$ cat config.mk
export PLATFORM = sky130hd
export DESIGN_NAME = lc3_mem_sequencer_flat
export DESIGN_NICKNAME = d
export VERILOG_FILES = /design/src/rtl/lc3_mem_sequencer_if.sv /design/src/rtl/lc3_mem_sequencer.sv /design/src/flat_wrapper.sv
export SDC_FILE = /design/constraint.sdc
export NUM_CORES = 1
export LEC_CHECK = 0
export BUFFER_PORTS_ARGS = -buffer_cell sky130_fd_sc_hd__buf_4
export CAP_MARGIN = 25
export CORE_MARGIN = 1.5
export CORE_UTILIZATION = 44
export DETAILED_ROUTE_END_ITERATION = 7
export PLACE_DENSITY = 0.87
export SETUP_SLACK_MARGIN = 0.05
export SLEW_MARGIN = 20
export SYNTH_ARGS = -nofsm -noshare
export SYNTH_HDL_FRONTEND = slang
export SYNTH_SLANG_ARGS = --single-unit
$ cat constraint.sdc
create_clock -name i_clock -period 1.8 [get_ports i_clock]
set_input_delay 0.36 -clock i_clock [delete_from_list [all_inputs] [get_ports i_clock]]
set_output_delay 0.36 -clock i_clock [all_outputs]
set_load 0.1 [all_outputs]
$ cat src/rtl/lc3_mem_sequencer_if.sv
// lc3_mem_sequencer_if: execute/memory-stage bus between the sequencer and its neighbours
interface lc3_mem_sequencer_if #(parameter int WIDTH = 16);
  logic             start;
  logic [3:0]       opcode;
  logic [WIDTH-1:0] addr_in;
  logic [WIDTH-1:0] data_in;
  logic [WIDTH-1:0] memout;
  logic [1:0]       mem_state;
  logic             M_Control;
  logic [WIDTH-1:0] M_Addr;
  logic [WIDTH-1:0] M_Data;
  logic             busy;
  logic             done;
  logic             err;
  logic [WIDTH-1:0] mem_result;
  modport master (
    output start, opcode, addr_in, data_in, memout,
    input  mem_state, M_Control, M_Addr, M_Data, busy, done, err, mem_result
  );
  modport slave (
    input  start, opcode, addr_in, data_in, memout,
    output mem_state, M_Control, M_Addr, M_Data, busy, done, err, mem_result
  );
endinterface

$ cat src/rtl/lc3_mem_sequencer.sv
// lc3_mem_sequencer: LC-3 load/store memory-phase FSM; MEMSEQ_PTR_LATCH_EN latches the indirect pointer into M_Addr
module lc3_mem_sequencer #(parameter int WIDTH = 16) (
  input logic i_clock,
  input logic i_reset,
  lc3_mem_sequencer_if.slave bus
);
  localparam logic [1:0] S_RD   = 2'd0;
  localparam logic [1:0] S_IND  = 2'd1;
  localparam logic [1:0] S_WR   = 2'd2;
  localparam logic [1:0] S_IDLE = 2'd3;
  logic [1:0]       r_state;
  logic             r_store;
  logic             r_ctl;
  logic             r_done;
  logic             r_err;
  logic [WIDTH-1:0] r_addr;
  logic [WIDTH-1:0] r_data;
  logic [WIDTH-1:0] r_result;
  logic             w_mem;
  logic             w_ind;
  logic             w_start;
  assign w_mem   = bus.opcode[1] && bus.opcode[3:2] != 2'b11;
  assign w_ind   = bus.opcode[3:2] == 2'b10;
  assign w_start = r_state == S_IDLE && bus.start;
  // State encoding equals the mem_state code, so the output is a plain register copy
  always_ff @(posedge i_clock or posedge i_reset) begin
    if (i_reset) begin
      r_state  <= S_IDLE;
      r_store  <= 1'b0;
      r_ctl    <= 1'b0;
      r_done   <= 1'b0;
      r_err    <= 1'b0;
      r_addr   <= '0;
      r_data   <= '0;
      r_result <= '0;
    end else begin
      r_done <= r_state == S_RD || r_state == S_WR;
      r_err  <= w_start && !w_mem;
      if (w_start && w_mem) begin
        r_state <= w_ind ? S_IND : (bus.opcode[0] ? S_WR : S_RD);
        r_store <= bus.opcode[0];
        r_addr  <= bus.addr_in;
        r_data  <= bus.data_in;
        r_ctl   <= 1'b0;
      end else if (r_state == S_IND) begin
        r_state <= r_store ? S_WR : S_RD;
`ifdef MEMSEQ_PTR_LATCH_EN
        r_addr  <= bus.memout;
        r_ctl   <= 1'b0;
`else
        r_ctl   <= 1'b1;
`endif
      end else if (r_state != S_IDLE) begin
        r_state <= S_IDLE;
        r_ctl   <= 1'b0;
        if (r_state == S_RD) r_result <= bus.memout;
      end
    end
  end
  assign bus.mem_state  = r_state;
  assign bus.M_Control  = r_ctl;
  assign bus.M_Addr     = r_addr;
  assign bus.M_Data     = r_data;
  assign bus.busy       = r_state != S_IDLE;
  assign bus.done       = r_done;
  assign bus.err        = r_err;
  assign bus.mem_result = r_result;
endmodule

$ cat src/flat_wrapper.sv
// flat-port wrapper written by rule: the top's interface ports become plain ports
module lc3_mem_sequencer_flat 
#(parameter int WIDTH = 16)
  (i_clock, i_reset, bus_start, bus_opcode, bus_addr_in, bus_data_in, bus_memout, bus_mem_state, bus_M_Control, bus_M_Addr, bus_M_Data, bus_busy, bus_done, bus_err, bus_mem_result);
  lc3_mem_sequencer_if #(.WIDTH(WIDTH)) bus_i ();
  input logic i_clock;
  input logic i_reset;
  input wire logic [$bits(bus_i.start)-1:0] bus_start;
  input wire logic [$bits(bus_i.opcode)-1:0] bus_opcode;
  input wire logic [$bits(bus_i.addr_in)-1:0] bus_addr_in;
  input wire logic [$bits(bus_i.data_in)-1:0] bus_data_in;
  input wire logic [$bits(bus_i.memout)-1:0] bus_memout;
  output wire logic [$bits(bus_i.mem_state)-1:0] bus_mem_state;
  output wire logic [$bits(bus_i.M_Control)-1:0] bus_M_Control;
  output wire logic [$bits(bus_i.M_Addr)-1:0] bus_M_Addr;
  output wire logic [$bits(bus_i.M_Data)-1:0] bus_M_Data;
  output wire logic [$bits(bus_i.busy)-1:0] bus_busy;
  output wire logic [$bits(bus_i.done)-1:0] bus_done;
  output wire logic [$bits(bus_i.err)-1:0] bus_err;
  output wire logic [$bits(bus_i.mem_result)-1:0] bus_mem_result;
  assign bus_i.start = bus_start;
  assign bus_i.opcode = bus_opcode;
  assign bus_i.addr_in = bus_addr_in;
  assign bus_i.data_in = bus_data_in;
  assign bus_i.memout = bus_memout;
  assign bus_mem_state = bus_i.mem_state;
  assign bus_M_Control = bus_i.M_Control;
  assign bus_M_Addr = bus_i.M_Addr;
  assign bus_M_Data = bus_i.M_Data;
  assign bus_busy = bus_i.busy;
  assign bus_done = bus_i.done;
  assign bus_err = bus_i.err;
  assign bus_mem_result = bus_i.mem_result;
  lc3_mem_sequencer #(.WIDTH(WIDTH)) u_core (.i_clock(i_clock), .i_reset(i_reset), .bus(bus_i));
endmodule
# [Word level (Yosys, flattened, before mapping)]
# Cells that the tools add are included.
[classes] n_eq_ne=6 mux=9 n_bitwise=2 n_reduce_logical=9
[ops] op="2-bit 2-to-1 mux" n=6
[ops] op="2-bit == test (second input constant)" n=3
[ops] op="1-bit logical AND" n=4
[ops] op="2-bit inequality test (second input constant)" n=2
[ops] op="4-bit AND reduction" n=1
[ops] op="1-bit 2-to-1 mux" n=3
[ops] op="3-bit nonzero test" n=1
[ops] op="2-bit by 1-bit == test with 1-bit output (second input constant)" n=1
[ops] op="2-bit logical NOT" n=1
[ops] op="1-bit NOT" n=2
[ops] op="1-bit logical NOT" n=1
[ops] op="1-bit logical OR" n=1
[word_totals] ff_bits=54 in_bits=55

# [Logic depth before layout (Yosys ltp)]
# Gate-level depths: netlist (run 1).
[depth] word_depth=5 ltp_mapped=4 depth_no_buf=3

# [Least setup slack after synthesis (run 1)]
# No wires, ideal clock.
[synth_timing] kind="reg-to-reg" from="register u_core.r_state[1], in the netlist u_core.bus.mem_state[1]" to="register u_core.r_addr[15], in the netlist u_core.bus.M_Addr[15]" t_arrival_ps=2368 required_time_ps=1675 slack_ps=-693 stages_incl_launch_ff=5 path_cell_list="dfstp_2 -> nand2_2 -> nor3_4 -> buf_6 -> mux2_2"
[synth_between] elab_chain_cells=3
[synth_rtl] item="from (decl)" line_no="lc3_mem_sequencer.sv:11" source="logic [1:0] r_state;"
[synth_rtl] item="from (signal assigned)" line_no="lc3_mem_sequencer.sv:40" source="r_state <= w_ind ? S_IND : (bus.opcode[0] ? S_WR : S_RD);"
[synth_rtl] item="from (signal assigned)" line_no="lc3_mem_sequencer.sv:46" source="r_state <= r_store ? S_WR : S_RD;"
[synth_rtl] item="2-bit == test" line_no="lc3_mem_sequencer.sv:24" source="assign w_start = r_state == S_IDLE && bus.start;"
[synth_rtl] item="1-bit logical AND" line_no="lc3_mem_sequencer.sv:24"
[synth_rtl] item="1-bit logical AND" line_no="lc3_mem_sequencer.sv:39" source="if (w_start && w_mem) begin"
[synth_rtl] item="to (signal assigned)" line_no="lc3_mem_sequencer.sv:42" source="r_addr <= bus.addr_in;"
[synth_rtl] item="to (decl)" line_no="lc3_mem_sequencer.sv:16" source="logic [WIDTH-1:0] r_addr;"
# No other way between the ends.
# A chain may end at the register's enable or synchronous reset.

# [Final worst setup path (run 1)]
[layout_timing] from="register u_core.r_state[0], in the netlist u_core.bus.mem_state[0]" to="output port bus_mem_state[0]"
[layout_lines] item="to (decl)" line_no="flat_wrapper.sv:13" source="output wire logic [$bits(bus_i.mem_state)-1:0] bus_mem_state;"
# No word-level cell between the ends.

==> results_dict.tcl, run 1 <==
set metrics [dict create \
    cp_max_fo 6 \
    end_kind "output pin" \
    vias 1432 \
    cts-root-buf "clkbuf_8" \
    crit_chain "buf_4" \
    start_util 0.4620 \
    clk_pin_slew_ns 0.09 \
    synth-seq-area-share 0.6638 \
    top_usage_layer "met2" \
    async_flop_share 1.000 \
    ios 109 \
    status "finished, final reports clean" \
    core_mm2 0.004414 \
    rr_worst_depth 4 \
    drtPass1Iterations 4 \
    grt_start_max_net_pins 24 \
    path_buf_inv 1 \
    grt_use_met1 0.2424 \
    cts_setup_buffers 0 \
    cts_resized 0 \
    drv_cap 0 \
    fin_crit_ns 1.653 \
    rsz0062_at_grt "false" \
    netlist_area_mm2 0.002039 \
    first_iter_violations 78 \
    ys.flop_type "dfrtp_1" \
    ant_nets 0 \
    htreeDepth 2 \
    hp-class "input pin to asynchronous set/reset pin" \
    yosys.area.top_type "dfrtp_1" \
    cts_hold_buf 0 \
    synth_nets 180 \
    gp_congestion 0.7601 \
    yosys-top-cells-count "52 x dfrtp_1, 46 x mux2_2" \
    nets 296 \
    grt_antenna_before_repair 0 \
    diodes 0 \
    synth-edff-count 0 \
    cts_tree "yes" \
    die_area_mm2 0.005052 \
    r2r-start "u_core.bus.mem_state[0]" \
    avgViaCountPerCell 4.871 \
    dp_hpwl_mm 3.585 \
    grtUsageMet2 0.3261 \
    crit_arrival_ns 1.29 \
    worstMarginPinSlew_ns 0.4291 \
    clkLatencyLatePin_ns 0.30 \
    synth_area_per_cell_um2 16.32 \
    drc 0 \
    cts.sinks 54 \
    yosysUniqueCellTypes 16 \
    grt_pass1_wl_mm 7.472 \
    die_h_um 71.08 \
    slowest_delay_ns 0.68 \
    wl_per_cell_um 15.73 \
    synth_area_leaders "dfrtp_1 64%, mux2_2 25%, dfstp_2 2.6%, buf_6 1.7%, mux2_1 1.7%" \
    slew_headroom 0.7135 \
    placed_cells 286 \
    yosys_warnings 0 \
    reg2reg_to "u_core.bus.M_Addr[0]" \
    clock_path_buffers 2 \
    fmax_mhz 605.0 \
    fin_ws_ns 0.1470 \
    use_met3 0.06125 \
    grt_pass1_vias 1550 \
    synth-seq-cells 54 \
    slowest_stage "dfstp_4" \
    path_class "flop to output pin" \
    syn2layout_area_growth_pct 49.08 \
    numCtsBuffers 5 \
    drt-total-wl_mm 4.625 \
    gr-usage-all-layers 0.1959 \
    nFillCells 338 \
    r2r_slack_ns 0.15 \
    portBuffers 108 \
    yosysMostFrequentCell "dfrtp_1" \
    finalSetupViolations 0 \
    cp_data_required_time_ns 1.44 \
    drive_gt1_frac 0.6983 \
    die_w_um 71.08 \
    crit_family "flip-flops" \
    fin_cells 294 \
    post-place-ws_ns 0.1606 \
    fp-row-count 24 \
    grt_overflow_total 0 \
    final-max-slew-violation-count 0 \
    critPathLaunchType "flop" \
    skew_ns 0.009420 \
    synth.top_cell.area_share 0.6380 \
    fin_crit_sh 0.9183 \
    syn_inst 125 \
    hold_violations 0 \
]
kinds of logic (layout without fill, tap and decap cells):
family | count (synthesis) | count (layout) | share of synthesized area
flip-flops | 54 | 54 | 0.6638
multiplexers | 49 | 49 | 0.2706
AND/OR/NAND/NOR | 9 | 9 | 0.02638
buffers and inverters | 7 | 124 | 0.02454
AO/OA/AOI/OAI | 6 | 6 | 0.01472
metrics by stage:
stage | cell area, µm² | TNS [ns] | hold WS, ns | utilization
final | 3040 | 0 | 0.05206 | 0.6888
after floorplan | 2061 | -5.080 | 0.4433 | -
after CTS | 3040 | 0 | 0.05415 | 0.6888
after detailed placement | 2960 | 0 | 0.3922 | 0.6706
after global placement | 2960 | 0 | 0.3815 | 0.6706
after global routing | 3040 | 0 | 0.05536 | 0.6888
layout make-up:
cell class,instances,area (µm²),area share
inverters,3,11.26,0.003704
multi-input cells,64,649.4,0.2136
clock buffers,8,80.08,0.02634
flip-flops and latches,54,1361,0.4477
well taps,52,65.06,0.02140
repair buffers,113,873.3,0.2872
flip-flops by register name, summed over array words and instances, names as in the netlist:
signal                 flops
u_core.bus.done            1
u_core.bus.M_Control       1
u_core.r_store             1
u_core.bus.M_Addr         16
u_core.bus.err             1
u_core.bus.M_Data         16
u_core.bus.mem_state       2
u_core.bus.mem_result     16
worst max-delay path by stage:
| stage | from | to | depth (start not counted) | slack, ns |
|---|---|---|---|---|
| detailed placement | u_core.bus.mem_state[1] | u_core.bus.M_Data[14] | 4 | 0.16 |
| finish | u_core.bus.mem_state[0] | bus_mem_state[0] | 1 | 0.15 |
| CTS | u_core.bus.mem_state[0] | bus_mem_state[0] | 1 | 0.13 |
| floorplan | u_core.bus.mem_state[0] | u_core.bus.M_Addr[15] | 4 | -0.17 |
| global placement | bus_opcode[2] | u_core.bus.M_Data[14] | 5 | 0.21 |
| global route | u_core.bus.mem_state[0] | u_core.bus.M_Data[14] | 4 | 0.09 |
per-layer routing:
metal / vias up / share of wire / wire length [µm]
met5: - / 0 / 0
met4: 0 / 0.015 / 71
met3: 6 / 0.071 / 329
met2: 63 / 0.49 / 2284
met1: 689 / 0.42 / 1939
li1: 674 / - / -
layout by cell type, fill, tap and decap left out:
master    count
and2_1        1
inv_1         2
dfrtp_1      52
clkbuf_1      3
mux2_1        3
clkbuf_8      5
mux2_2       46
nand2_8       1
a21oi_1       3
o21ai_0       3
dfstp_4       2
nor3_1        1
nand2_1       3
nor2_1        1
buf_12        2
buf_4       111
nor3_4        1
inv_2         1
nand3_1       1
Power of run 1 is left out: the tool's default activity adds up to more than one toggle a clock period on the data nets, which glitch-free logic cannot reach.
==> run 2: changes to the inputs <==
--- a/config.mk
+++ b/config.mk
@@ -5,10 +5,11 @@
 export SDC_FILE = /design/constraint.sdc
 export NUM_CORES = 1
 export LEC_CHECK = 0
+export ABC_AREA = 1
 export BUFFER_PORTS_ARGS = -buffer_cell sky130_fd_sc_hd__buf_4
 export CAP_MARGIN = 25
 export CORE_MARGIN = 1.5
-export CORE_UTILIZATION = 44
+export CORE_UTILIZATION = 45
 export DETAILED_ROUTE_END_ITERATION = 7
 export PLACE_DENSITY = 0.87
 export SETUP_SLACK_MARGIN = 0.05
==> run 2 against run 1 <==
Register-to-register slack better by 0.12 ns. Setup slack lost 0.046 ns. Clock skew fell by 0.0016 ns. Routed wire length rose by 6.3%. Sequential cell count is the same. Utilization decreased by 2.7 points. Count of clock-buffer cells in the layout down 2. Area after synthesis grew 6.1%. Global-route usage hardly changed.
==> results_dict.tcl, run 2 <==
set metrics [dict create \
    dp_hpwl_mm 3.473 \
    grt_pass1_vias 1813 \
    cts_tree "yes" \
    critPathLaunchType "flop" \
    drc 0 \
    final_cell_mix "137 x nand2_1, 111 x buf_4, 52 x dfrtp_1" \
    cp_data_required_time_ns 1.44 \
    drt-total-wl_mm 4.916 \
    fin_setup_tns_ns 0 \
    cts_hold_buf 0 \
    clkLatencyLatePin_ns 0.30 \
    fp-row-count 25 \
    syn2layout_area_growth_pct 43.47 \
    clk_pin_slew_ns 0.10 \
    first_iter_violations 101 \
    drtPass1Iterations 4 \
    hold_violations 0 \
    gr-usage-all-layers 0.1964 \
    yosys.area_share.simple 0.2763 \
    fin_cells 401 \
    netlist_area_mm2 0.002165 \
    cp_max_fo 12 \
    start_util 0.4613 \
    yosysMostFrequentCell "nand2_1" \
    diodes 0 \
    die_h_um 72.36 \
    slew_headroom 0.7159 \
    numCtsBuffers 5 \
    grt_start_max_net_pins 55 \
    synth_top_family_by_area "simple AND/OR/NAND/NOR gates" \
    synth_compound_area_frac 0.04393 \
    slowest_stage "dfstp_4" \
    seqCellArea_mm2 0.001361 \
    path_class "flop to output pin" \
    slowest_delay_ns 0.72 \
    placed_cells 388 \
    yosys.area.top_type "dfrtp_1" \
    htreeDepth 2 \
    nFillCells 416 \
    async_flop_share 1.000 \
    rsz0062_at_grt "false" \
    hp-class "input pin to asynchronous set/reset pin" \
    synth-seq-cells 54 \
    nets 401 \
    worstMarginPinSlew_ns 0.4261 \
    crit_arrival_ns 1.34 \
    crit_family "flip-flops" \
    final-max-slew-violation-count 0 \
    clock_path_buffers 2 \
    r2r_slack_ns 0.27 \
    vias 1874 \
    grt_pass1_wl_mm 7.941 \
    skew_ns 0.007798 \
    syn_inst 236 \
    r2r-start "u_core.bus.mem_state[1]" \
    synth_xor_area_frac 0 \
    drive_gt1_frac 0.3804 \
    reg2reg_to "u_core.bus.M_Addr[15]" \
    die_area_mm2 0.005235 \
    cts-root-buf "clkbuf_8" \
    synth-seq-area-share 0.6254 \
    portBuffers 108 \
    core_mm2 0.004692 \
    die_w_um 72.36 \
    fmax_mhz 588.6 \
    synth_area_leaders "dfrtp_1 60%, nand2_1 24%, o21ai_0 3.9%, buf_6 3.1%, dfstp_2 2.4%" \
    avgViaCountPerCell 4.673 \
    path_buf_inv 1 \
    synth_nets 291 \
    yosys-top-cells-count "138 x nand2_1, 52 x dfrtp_1, 17 x o21ai_0" \
    muxShareOfSynthArea 0 \
    synth.top_cell.area_share 0.6012 \
    cts_resized 0 \
    rr_worst_depth 4 \
    ant_nets 0 \
    wl_per_cell_um 12.26 \
    crit_chain "buf_4" \
    synthAdderAreaFrac 0 \
    crit_end "bus_mem_state[1]" \
    status "finished, final reports clean" \
    fin_crit_sh 0.9438 \
    grt_overflow_total 0 \
    ios 109 \
    drv_cap 0 \
    finalSetupViolations 0 \
    yosysUniqueCellTypes 19 \
    grt_antenna_before_repair 0 \
    final_common_cell "nand2_1" \
    multi_input_area_um2 695.7 \
    gp_congestion 0.7844 \
    cts.sinks 54 \
    synth-edff-count 0 \
    fin_crit_ns 1.699 \
    yosys_warnings 0 \
    ys.flop_type "dfrtp_1" \
    end_kind "output pin" \
    cp-startpoint "u_core.bus.mem_state[1]" \
    worst-path-stages 1 \
    synth_area_per_cell_um2 9.172 \
]
[run 2: cell types whose count changed in the layout (fill, tap and decap cells not counted), moves of 2 or more]
cell,delta
a21oi_1,-2
buf_2,+2
clkbuf_1,-3
inv_2,+2
mux2_1,-3
mux2_2,-46
nand2_1,+134
o21ai_0,+14
[run 2: how the worst min path moves through the flow]
stage / from / end / slack, ns / depth (start not counted)
final: i_reset / u_core.bus.M_Addr[11] / 0.09 / 3
after global routing: i_reset / u_core.bus.M_Data[2] / 0.12 / 3
after CTS: i_reset / u_core.bus.M_Addr[11] / 0.11 / 3
after detailed placement: i_reset / u_core.bus.M_Data[2] / 0.44 / 3
after global placement: i_reset / u_core.bus.M_Addr[13] / 0.43 / 3
after floorplan: u_core.r_store / u_core.r_store / 0.44 / 2
[run 2: metrics by stage]
stage	area [µm²]	util	hold WS [ns]	setup slack [ns]
floorplan	2175	-	0.4423	0.1008
global placement	2978	0.6347	0.4319	0.2606
detailed placement	2978	0.6347	0.4401	0.2160
CTS	3083	0.6571	0.1051	0.08590
global route	3105	0.6619	0.1197	0.05783
finish	3105	0.6619	0.08695	0.1011
[run 2: cell families (layout without fill, tap and decap cells)]
family,after synthesis,in the layout
and+or+nand+nor,146,146
DFF,54,54
AOI/OAI and AO/OA,19,19
buffers and inverters,17,128
[run 2: area by class of cell]
type	instances	share of cell area
flip-flops and latches	54	0.4384
repair buffers	114	0.2780
multi-input cells	165	0.2240
clock buffers	6	0.02659
well taps	54	0.02176
inverters	6	0.007252
clock inverters	2	0.004029
[run 2: timing repair]
action	CTS	global route
hold endpoints to repair	0	0
endpoints found under the setup margin	3	2
buffers inserted	2	3
[run 2: layer usage]
| layer | vias up | part of all wire | global-route usage |
|---|---|---|---|
| met2 | 68 | 0.54 | 0.3477 |
| met3 | 5 | 0.064 | 0.06389 |
| met4 | 0 | 0.0073 | 0.05031 |
| li1 | 941 | - | - |
| met5 | - | 0 | 0 |
| met1 | 860 | 0.39 | 0.2309 |
Power of run 2 is left out for the same reason.
==> run 3: changes to the inputs <==
--- a/config.mk
+++ b/config.mk
@@ -9,9 +9,9 @@
 export BUFFER_PORTS_ARGS = -buffer_cell sky130_fd_sc_hd__buf_4
 export CAP_MARGIN = 25
 export CORE_MARGIN = 1.5
-export CORE_UTILIZATION = 45
+export CORE_UTILIZATION = 32
 export DETAILED_ROUTE_END_ITERATION = 7
-export PLACE_DENSITY = 0.87
+export PLACE_DENSITY = 0.68
 export SETUP_SLACK_MARGIN = 0.05
 export SLEW_MARGIN = 20
 export SYNTH_ARGS = -nofsm -noshare
==> constraint.sdc (replaced) <==
create_clock -name i_clock -period 2.2 [get_ports i_clock]
set_input_delay 0.44 -clock i_clock [delete_from_list [all_inputs] [get_ports i_clock]]
set_output_delay 0.44 -clock i_clock [all_outputs]
set_load 0.1 [all_outputs]
==> run 3 against run 2 <==
The flow now finishes with violations (design-rule violations). Clock skew rose by 0.0027 ns. Setup slack improved by 0.19 ns. Count of clock-buffer cells in the layout rose by 2. Sequential cell count did not move. Final cell count rose by 4.7%. Critical path type unchanged. Critical endpoint is now bus_busy.
==> results_dict.tcl, run 3 (same netlist as run 2, synthesis figures left out) <==
set metrics [dict create \
    syn2layout_area_growth_pct 43.87 \
    drc 7 \
    cts_tree "yes" \
    rsz0062_at_grt "false" \
    grt_antenna_before_repair 0 \
    violations "design-rule violations" \
    cp_max_fo 21 \
    core_mm2 0.006459 \
    ios 109 \
    fmax_mhz 524.1 \
    cts_resized 0 \
    routed-wl-met2_mm 2.458 \
    finalSetupViolations 0 \
    cp-startpoint "u_core.bus.mem_state[0]" \
    cts.sinks 54 \
    clock_path_buffers 2 \
    final_cell_mix "138 x nand2_1, 109 x buf_4, 52 x dfrtp_1" \
    clkLatencyLatePin_ns 0.30 \
    design_area_mm2 0.003114 \
    grt_start_max_net_pins 38 \
    portBuffers 108 \
    skew_ns 0.01054 \
    m1WireLength_mm 2.072 \
    cts_setup_buffers 0 \
    post-place-ws_ns 0.5563 \
    diodes 0 \
    slew_headroom 0.6131 \
    critPathLaunchType "flop" \
    cp_data_required_time_ns 1.76 \
    drtPass1Iterations 6 \
    vias 1857 \
    multi_input_area_um2 693.2 \
    seqCellArea_mm2 0.001354 \
    drive_gt1_frac 0.3703 \
    die_h_um 85.25 \
    grt_pass1_vias 1781 \
    fin_ws_ns 0.2921 \
    worstMarginPinSlew_ns 0.5795 \
    htreeDepth 2 \
    final-max-slew-violation-count 0 \
    path_class "flop to output pin" \
    fin_crit_ns 1.908 \
    fp-row-count 29 \
    cts_hold_buf 0 \
    fin_setup_tns_ns 0 \
    gp_congestion 0.7271 \
    hp-class "input pin to asynchronous set/reset pin" \
    highest_layer "met4" \
    wl_met3_um 376 \
    start_util 0.3351 \
    drv_cap 0 \
    final_common_cell "nand2_1" \
    avgViaCountPerCell 4.421 \
    numCtsBuffers 5 \
    die_area_mm2 0.007267 \
    r2r-start "u_core.bus.mem_state[0]" \
    clk_pin_slew_ns 0.10 \
    nFillCells 654 \
    end_kind "output pin" \
    wl_per_cell_um 11.80 \
    crit_arrival_ns 1.47 \
    status "complete, but fails checks" \
    place_area_mm2 0.003004 \
    fin_crit_sh 0.8672 \
    cts-root-buf "clkbuf_8" \
    drt-total-wl_mm 4.954 \
    grt_overflow_total 0 \
    gr-usage-all-layers 0.1385 \
    grt_pass1_wl_mm 8.086 \
    ant_nets 0 \
    fin_util 0.4822 \
    die_w_um 85.25 \
    dp_hpwl_mm 3.578 \
    first_iter_violations 75 \
    nets 397 \
    hold_violations 0 \
]
run 3: cell types whose count changed in the layout (fill, tap and decap cells not counted), moves of 2 or more:
cell,delta
dfstp_2,+2
dfstp_4,-2
buf_4,-2
clkbuf_8,+2
buf_2,-2
run 3: path summary, 6_finish.rpt:
check | endpoint | slack, ns | depth (start not counted)
max | bus_busy | 0.29 | 2
min | u_core.bus.M_Data[5] | 0.20 | 2
max reg2reg | u_core.bus.M_Addr[9] | 0.57 | 4
min reg2reg | u_core.bus.M_Data[12] | 0.48 | 2
max in group asynchronous | u_core.bus.mem_state[0] | 1.38 | 3
min in group i_clock | u_core.bus.mem_result[5] | 0.33 | 3
run 3: final cells by class:
type	count	share of cell area
Timing Repair Buffer	110	0.2692
Clock buffer	8	0.03536
Inverter	6	0.007232
Sequential cell	54	0.4347
Multi-Input combinational cell	165	0.2226
Tap cell	77	0.03094
run 3: metal layers:
layer	vias to the layer above	global-route usage
met5	-	0
met4	0	0.03577
met3	7	0.03891
met2	61	0.2367
met1	862	0.1727
li1	927	-
run 3: critical path, cell delays in order (launching register included):
cell and delay, ns:
dfstp_2 0.79, nand2_1 0.13, buf_4 0.25
run 3: through the flow:
stage | cells | hold slack [ns]
2_1_floorplan | 236 | 0.4423
3_3_place_gp | 412 | 0.4565
3_5_place_dp | 412 | 0.4603
4_1_cts | 420 | 0.2080
5_1_grt | 420 | 0.2301
6_report | 420 | 0.1951
Power of run 3 is left out for the same reason.
